### config.mk
export PLATFORM = sky130hd
export DESIGN_NAME = count_compare_flat
export DESIGN_NICKNAME = d
export VERILOG_FILES = /design/src/rtl/count_compare_if.sv /design/src/rtl/count_compare.sv /design/src/flat_wrapper.sv
export SDC_FILE = /design/constraint.sdc
export NUM_CORES = 1
export LEC_CHECK = 0
export ABC_AREA = 1
export CORE_ASPECT_RATIO = 1.1
export CORE_UTILIZATION = 45
export CTS_CLUSTER_DIAMETER = 50
export CTS_CLUSTER_SIZE = 8
export DETAILED_ROUTE_END_ITERATION = 6
export DONT_BUFFER_PORTS = 1
export HOLD_SLACK_MARGIN = 0.03
export REMOVE_ABC_BUFFERS = 1
export SYNTH_ARGS = -nofsm -noshare
export SYNTH_HDL_FRONTEND = slang
export SYNTH_SLANG_ARGS = --single-unit
### constraint.sdc
create_clock -name wb_clk_i -period 2.52 [get_ports wb_clk_i]
set_input_delay 0.504 -clock wb_clk_i [delete_from_list [all_inputs] [get_ports wb_clk_i]]
set_output_delay 0.504 -clock wb_clk_i [all_outputs]
set_load 0.1 [all_outputs]
### src/rtl/count_compare_if.sv
// Wishbone classic-cycle slave bus bundle for count_compare.
//   master modport : drives cyc/stb/we/sel/adr/dat_i, receives ack/dat_o
//   slave modport  : the reverse; used by count_compare itself
interface count_compare_if;
  logic        wbs_stb_i;
  logic        wbs_cyc_i;
  logic        wbs_we_i;
  logic [3:0]  wbs_sel_i;
  logic [31:0] wbs_dat_i;
  logic [31:0] wbs_adr_i;
  logic        wbs_ack_o;
  logic [31:0] wbs_dat_o;

  modport master (
    output wbs_stb_i, wbs_cyc_i, wbs_we_i, wbs_sel_i, wbs_dat_i, wbs_adr_i,
    input  wbs_ack_o, wbs_dat_o
  );

  modport slave (
    input  wbs_stb_i, wbs_cyc_i, wbs_we_i, wbs_sel_i, wbs_dat_i, wbs_adr_i,
    output wbs_ack_o, wbs_dat_o
  );
endinterface

### src/rtl/count_compare.sv
// count_compare: compare / capture unit watching an external free-running count.
//   wb_clk_i   : clock, all state changes on rising edge
//   wb_rst_ni  : async active-low reset
//   wb         : Wishbone slave (CTRL @0x0, CMP @0x4, CAP @0x8 ro, STATUS @0xC w1c)
//   count_i    : upstream count value
//   cap_i      : asynchronous capture pin
//   irq_o      : level interrupt, (match_f & ie_match) | (cap_f & ie_cap)
module count_compare #(
  parameter int BITS = 16
) (
  input  logic            wb_clk_i,
  input  logic            wb_rst_ni,
  count_compare_if.slave  wb,
  input  logic [BITS-1:0] count_i,
  input  logic            cap_i,
  output logic            irq_o
);

  localparam logic [1:0] A_CTRL = 2'd0;
  localparam logic [1:0] A_CMP  = 2'd1;
  localparam logic [1:0] A_CAP  = 2'd2;
  localparam logic [1:0] A_STAT = 2'd3;

  // ctrl_q: [0] cmp_en [1] cap_en [2] cap_edge [3] ie_match [4] ie_cap
  logic [4:0]      ctrl_q;
  logic [BITS-1:0] cmp_q;
  logic [BITS-1:0] cap_q;
  logic            match_f;
  logic            cap_f;
  logic            ovr_f;
  logic            eq_q;
  // sync_q[1:0] is the two-flop synchronizer, sync_q[2] the edge-detect flop
  logic [2:0]      sync_q;

  logic            valid;
  logic            access;
  logic            wr;
  logic [1:0]      addr;
  logic            eq_now;
  logic            match_ev;
  logic            cap_ev;
  logic [2:0]      stat_clr;
  logic [BITS-1:0] cmp_nxt;
  logic [31:0]     rd_mux;
  logic            unused_bits;

  assign valid  = wb.wbs_cyc_i & wb.wbs_stb_i;
  // ack low is part of the qualifier so each transfer acks once and
  // back-to-back cycles are spaced at least two clocks apart
  assign access = valid & ~wb.wbs_ack_o;
  assign wr     = access & wb.wbs_we_i;
  assign addr   = wb.wbs_adr_i[3:2];

  // match only on entry into equality so a stalled count cannot re-fire
  assign eq_now   = (count_i == cmp_q);
  assign match_ev = ctrl_q[0] & eq_now & ~eq_q;

  assign cap_ev = ctrl_q[1] &
                  (ctrl_q[2] ? (~sync_q[1] &  sync_q[2])
                             : ( sync_q[1] & ~sync_q[2]));

  assign stat_clr = (wr && addr == A_STAT && wb.wbs_sel_i[0]) ?
                    wb.wbs_dat_i[2:0] : 3'b000;

  always_comb begin
    cmp_nxt = cmp_q;
    for (int i = 0; i < BITS; i++) begin
      if (wb.wbs_sel_i[i/8]) cmp_nxt[i] = wb.wbs_dat_i[i];
    end
  end

  always_comb begin
    rd_mux = 32'h0;
    case (addr)
      A_CTRL: rd_mux = {27'h0, ctrl_q};
      A_CMP:  rd_mux = 32'(cmp_q);
      A_CAP:  rd_mux = 32'(cap_q);
      A_STAT: rd_mux = {29'h0, ovr_f, cap_f, match_f};
      default: rd_mux = 32'h0;
    endcase
  end

  always_ff @(posedge wb_clk_i or negedge wb_rst_ni) begin
    if (!wb_rst_ni) begin
      ctrl_q       <= '0;
      cmp_q        <= '0;
      cap_q        <= '0;
      match_f      <= 1'b0;
      cap_f        <= 1'b0;
      ovr_f        <= 1'b0;
      eq_q         <= 1'b0;
      sync_q       <= '0;
      wb.wbs_ack_o <= 1'b0;
      wb.wbs_dat_o <= '0;
    end else begin
      wb.wbs_ack_o <= access;
      if (access) wb.wbs_dat_o <= rd_mux;

      if (wr && addr == A_CTRL && wb.wbs_sel_i[0]) ctrl_q <= wb.wbs_dat_i[4:0];
      if (wr && addr == A_CMP) cmp_q <= cmp_nxt;

      eq_q   <= eq_now;
      sync_q <= {sync_q[1:0], cap_i};

      if (cap_ev) cap_q <= count_i;

      // events are OR-ed in after the w1c clear so a same-clock event wins;
      // overrun looks at cap_f before this edge's clear
      match_f <= (match_f & ~stat_clr[0]) | match_ev;
      cap_f   <= (cap_f   & ~stat_clr[1]) | cap_ev;
      ovr_f   <= (ovr_f   & ~stat_clr[2]) | (cap_ev & cap_f);
    end
  end

  assign irq_o = (match_f & ctrl_q[3]) | (cap_f & ctrl_q[4]);

  assign unused_bits = ^{wb.wbs_adr_i[31:4], wb.wbs_adr_i[1:0],
                         wb.wbs_sel_i[3:2], wb.wbs_dat_i[31:16]};

endmodule

### src/flat_wrapper.sv
// flat-port wrapper written by rule: the top's interface ports become plain ports
module count_compare_flat 
#(
  parameter int BITS = 16
)
  (wb_clk_i, wb_rst_ni, count_i, cap_i, irq_o, wb_wbs_stb_i, wb_wbs_cyc_i, wb_wbs_we_i, wb_wbs_sel_i, wb_wbs_dat_i, wb_wbs_adr_i, wb_wbs_ack_o, wb_wbs_dat_o);
  count_compare_if wb_i ();
  input  logic wb_clk_i;
  input  logic wb_rst_ni;
  input  logic [BITS-1:0] count_i;
  input  logic cap_i;
  output logic irq_o;
  input wire logic [$bits(wb_i.wbs_stb_i)-1:0] wb_wbs_stb_i;
  input wire logic [$bits(wb_i.wbs_cyc_i)-1:0] wb_wbs_cyc_i;
  input wire logic [$bits(wb_i.wbs_we_i)-1:0] wb_wbs_we_i;
  input wire logic [$bits(wb_i.wbs_sel_i)-1:0] wb_wbs_sel_i;
  input wire logic [$bits(wb_i.wbs_dat_i)-1:0] wb_wbs_dat_i;
  input wire logic [$bits(wb_i.wbs_adr_i)-1:0] wb_wbs_adr_i;
  output wire logic [$bits(wb_i.wbs_ack_o)-1:0] wb_wbs_ack_o;
  output wire logic [$bits(wb_i.wbs_dat_o)-1:0] wb_wbs_dat_o;
  assign wb_i.wbs_stb_i = wb_wbs_stb_i;
  assign wb_i.wbs_cyc_i = wb_wbs_cyc_i;
  assign wb_i.wbs_we_i = wb_wbs_we_i;
  assign wb_i.wbs_sel_i = wb_wbs_sel_i;
  assign wb_i.wbs_dat_i = wb_wbs_dat_i;
  assign wb_i.wbs_adr_i = wb_wbs_adr_i;
  assign wb_wbs_ack_o = wb_i.wbs_ack_o;
  assign wb_wbs_dat_o = wb_i.wbs_dat_o;
  count_compare #(.BITS(BITS)) u_core (.wb_clk_i(wb_clk_i), .wb_rst_ni(wb_rst_ni), .wb(wb_i), .count_i(count_i), .cap_i(cap_i), .irq_o(irq_o));
endmodule
==> results.json <==
{
  "max_freq_ghz": 0.554,
  "cts_resized": 0,
  "drt-total-wl_um": 5910,
  "ys_top_cells_by_count": "nand2_1 (120), dfrtp_1 (61), inv_1 (45), nor2_1 (30), o21ai_0 (30)",
  "max_stage_delay_ps": 540,
  "yosys_warnings": 0,
  "worstMarginPinSlew_ps": 905,
  "io_buffers": 0,
  "synth_flop_cell": "dfrtp_1",
  "synth_area_leaders": "dfrtp_1 (50%), nand2_1 (15%), inv_1 (5.6%), o21ai_0 (5.0%), buf_4 (4.2%)",
  "hold_viol": 0,
  "yosysTopAreaCell": "dfrtp_1",
  "syn_inst": 367,
  "grt_start_max_net_pins": 62,
  "clock_latency_ps": 340,
  "cts-buffers-inserted": 9,
  "synth_xor_area_frac": 0.00289,
  "clk_path_buf_depth": 2,
  "start_kind": "flip-flop",
  "synth_cell_types": 28,
  "worstPathCellList": "o21ai_0 > nand3b_1 > buf_4 > nand2_1 > o21ai_0",
  "drt-pass1-iter-count": 4,
  "drv_cap": 0,
  "synth_top_family_by_area": "simple AND/OR/NAND/NOR gates",
  "max_slew_margin": 0.397,
  "antenna_found_initial": 0,
  "cp_num_buf_inv": 1,
  "synth-simple-area-share": 0.236,
  "core_area_um2": 6560,
  "synth_mux_area_frac": 0,
  "synth_top_area_share": 0.504,
  "initial_core_util": 0.462,
  "cp_max_fo": 19,
  "gp_congestion": 0.794,
  "ys_ff_latch": 61,
  "ioPinCount": 124,
  "p_leak_nw": 1.69,
  "hp-class": "in -> async",
  "synth_area_um2": 3030,
  "ir_drop_mv": 0.496,
  "die_y_um": 88.1,
  "clock-root-buffer": "clkbuf_8",
  "grt_pass1_vias": 2115,
  "path_class": "reg -> reg",
  "drtAntennaViolNets": 0,
  "dieArea_um2": 7070,
  "synth-seq-area-share": 0.504,
  "clk_pin_slew_ps": 60,
  "crit_path_frequent_cell": "o21ai_0",
  "fp.dieW_um": 80.3,
  "cts_hold_buf": 1,
  "endpoint_kind": "flip-flop",
  "drv_slew": 0,
  "layout.nets": 469,
  "synth_edf_count": 0,
  "num_vias": 2227,
  "r2r_slack_ps": 710,
  "setup_slack_ps": 714,
  "place_inst": 449,
  "post-route-period-util": 0.717,
  "crit_slowest_cell": "nand3b_1",
  "grt-ovfl-total": 0,
  "clock-skew-final_ps": 8.30,
  "grt_pass1_wl_um": 10000,
  "syn2layout_area_growth_pct": 8.13,
  "setup_viol": 0,
  "drive_gt1_frac": 0.136,
  "cts.sinks": 61,
  "cts_tree": "done",
  "cp_top_family": "simple AND/OR/NAND/NOR gates",
  "status": "finished, final reports clean",
  "final.min_clock_period_ps": 1810,
  "cp.required_ps": 2740,
  "fin_tns_setup_ps": 0,
  "dp_hpwl_um": 4130,
  "htree_num_levels": 3,
  "insertedDiodeCount": 0,
  "final_cells": 464,
  "place_ws_ps": 755,
  "postCtsSetupBuffers": 0,
  "synth_adder_area_share": 0,
  "drtIter0Drc": 85,
  "grtUsageTotal": 0.195,
  "async_flop_share": 1.00,
  "row_count": 31,
  "rsz0062_at_grt": "no",
  "post_drt_wl_per_cell_um": 12.7,
  "drc": 0,
  "vias_per_cell": 4.80,
  "avgSynthCellArea_um2": 8.26,
  "synth.most_common_cell": "nand2_1",
  "arrival_ps": 2020,
  "powerDensity_nw_per_um2": 949,
  "synth_compound_area_frac": 0.136
}
-- kinds of logic (layout without fill, tap and decap cells) --
family          after synthesis  in the layout
buf+inv                      73             73
compound gates               66             66
simple gates                165            165
xor+xnor                      1              1
flops                        61             61
other cells                   1             16
-- stage by stage --
stage	power (mW)	hold slack [ps]	util	instance area, µm²
floorplan	2.21	208	-	2900
global placement	2.34	211	0.471	3090
detailed placement	2.36	211	0.471	3090
CTS	3.14	33.0	0.500	3280
global route	3.32	41.8	0.500	3280
finish	3.11	27.1	0.500	3280
-- routing by layer --
metal | vias up | share of wire | track usage
li1 | 1132 | - | -
met1 | 1031 | 0.44 | 0.219
met2 | 56 | 0.48 | 0.327
met3 | 8 | 0.075 | 0.0948
met4 | 0 | 0.013 | 0.0584
met5 | - | 0 | 0
-- report_power, final --
part           internal, mW  total (mW)  switching [mW]  leakage [nW]
clock                 0.396       0.750           0.354        0.0881
sequential             1.22        1.58           0.363         0.722
combinational         0.217       0.778           0.561         0.885
-- final cells by class --
class                   instances  area [µm²]
clock buffers                  12         155
clock inverters                 2        10.0
fillers                       660        3280
inverters                      47         176
multi-input cells             248        1200
flip-flops and latches         61        1530
well taps                      82         103
repair buffers                 12         110
-- registers in the layout (all words and copies together), names as in the netlist --
name / count
u_core.ovr_f: 1
u_core.match_f: 1
u_core.wb.wbs_dat_o: 16
u_core.sync_q: 3
u_core.ctrl_q: 5
u_core.cap_q: 16
u_core.eq_q: 1
u_core.cmp_q: 16
u_core.cap_f: 1
u_core.wb.wbs_ack_o: 1
-- cell usage in the layout (no fill, tap or decap), types with 2 or more instances in the layout --
cell	instances
o21ai_1	2
nand3_1	4
dfrtp_1	61
a21oi_1	5
o21ai_0	30
inv_1	45
nor2_1	30
buf_4	11
a31oi_1	11
clkinv_2	2
o21ai_2	6
nor2_4	2
conb_1	16
nor2_2	2
nand2_1	120
inv_2	2
a21oi_2	10
clkbuf_8	11
nand3_4	2
-- path summary, 6_finish.rpt --
check                           cells after the start                endpoint              from
worst max-delay path                                5         u_core.cap_q[4]  u_core.sync_q[1]
worst min-delay path                                1         u_core.cmp_q[5]         wb_rst_ni
worst max register to register                      5         u_core.cap_q[4]  u_core.sync_q[1]
worst min register to register                      0        u_core.sync_q[1]  u_core.sync_q[0]
max in group asynchronous                           1  u_core.wb.wbs_dat_o[2]         wb_rst_ni
min in group wb_clk_i                               0        u_core.sync_q[0]             cap_i
Note: power is estimated with default switching activity, not from simulation.
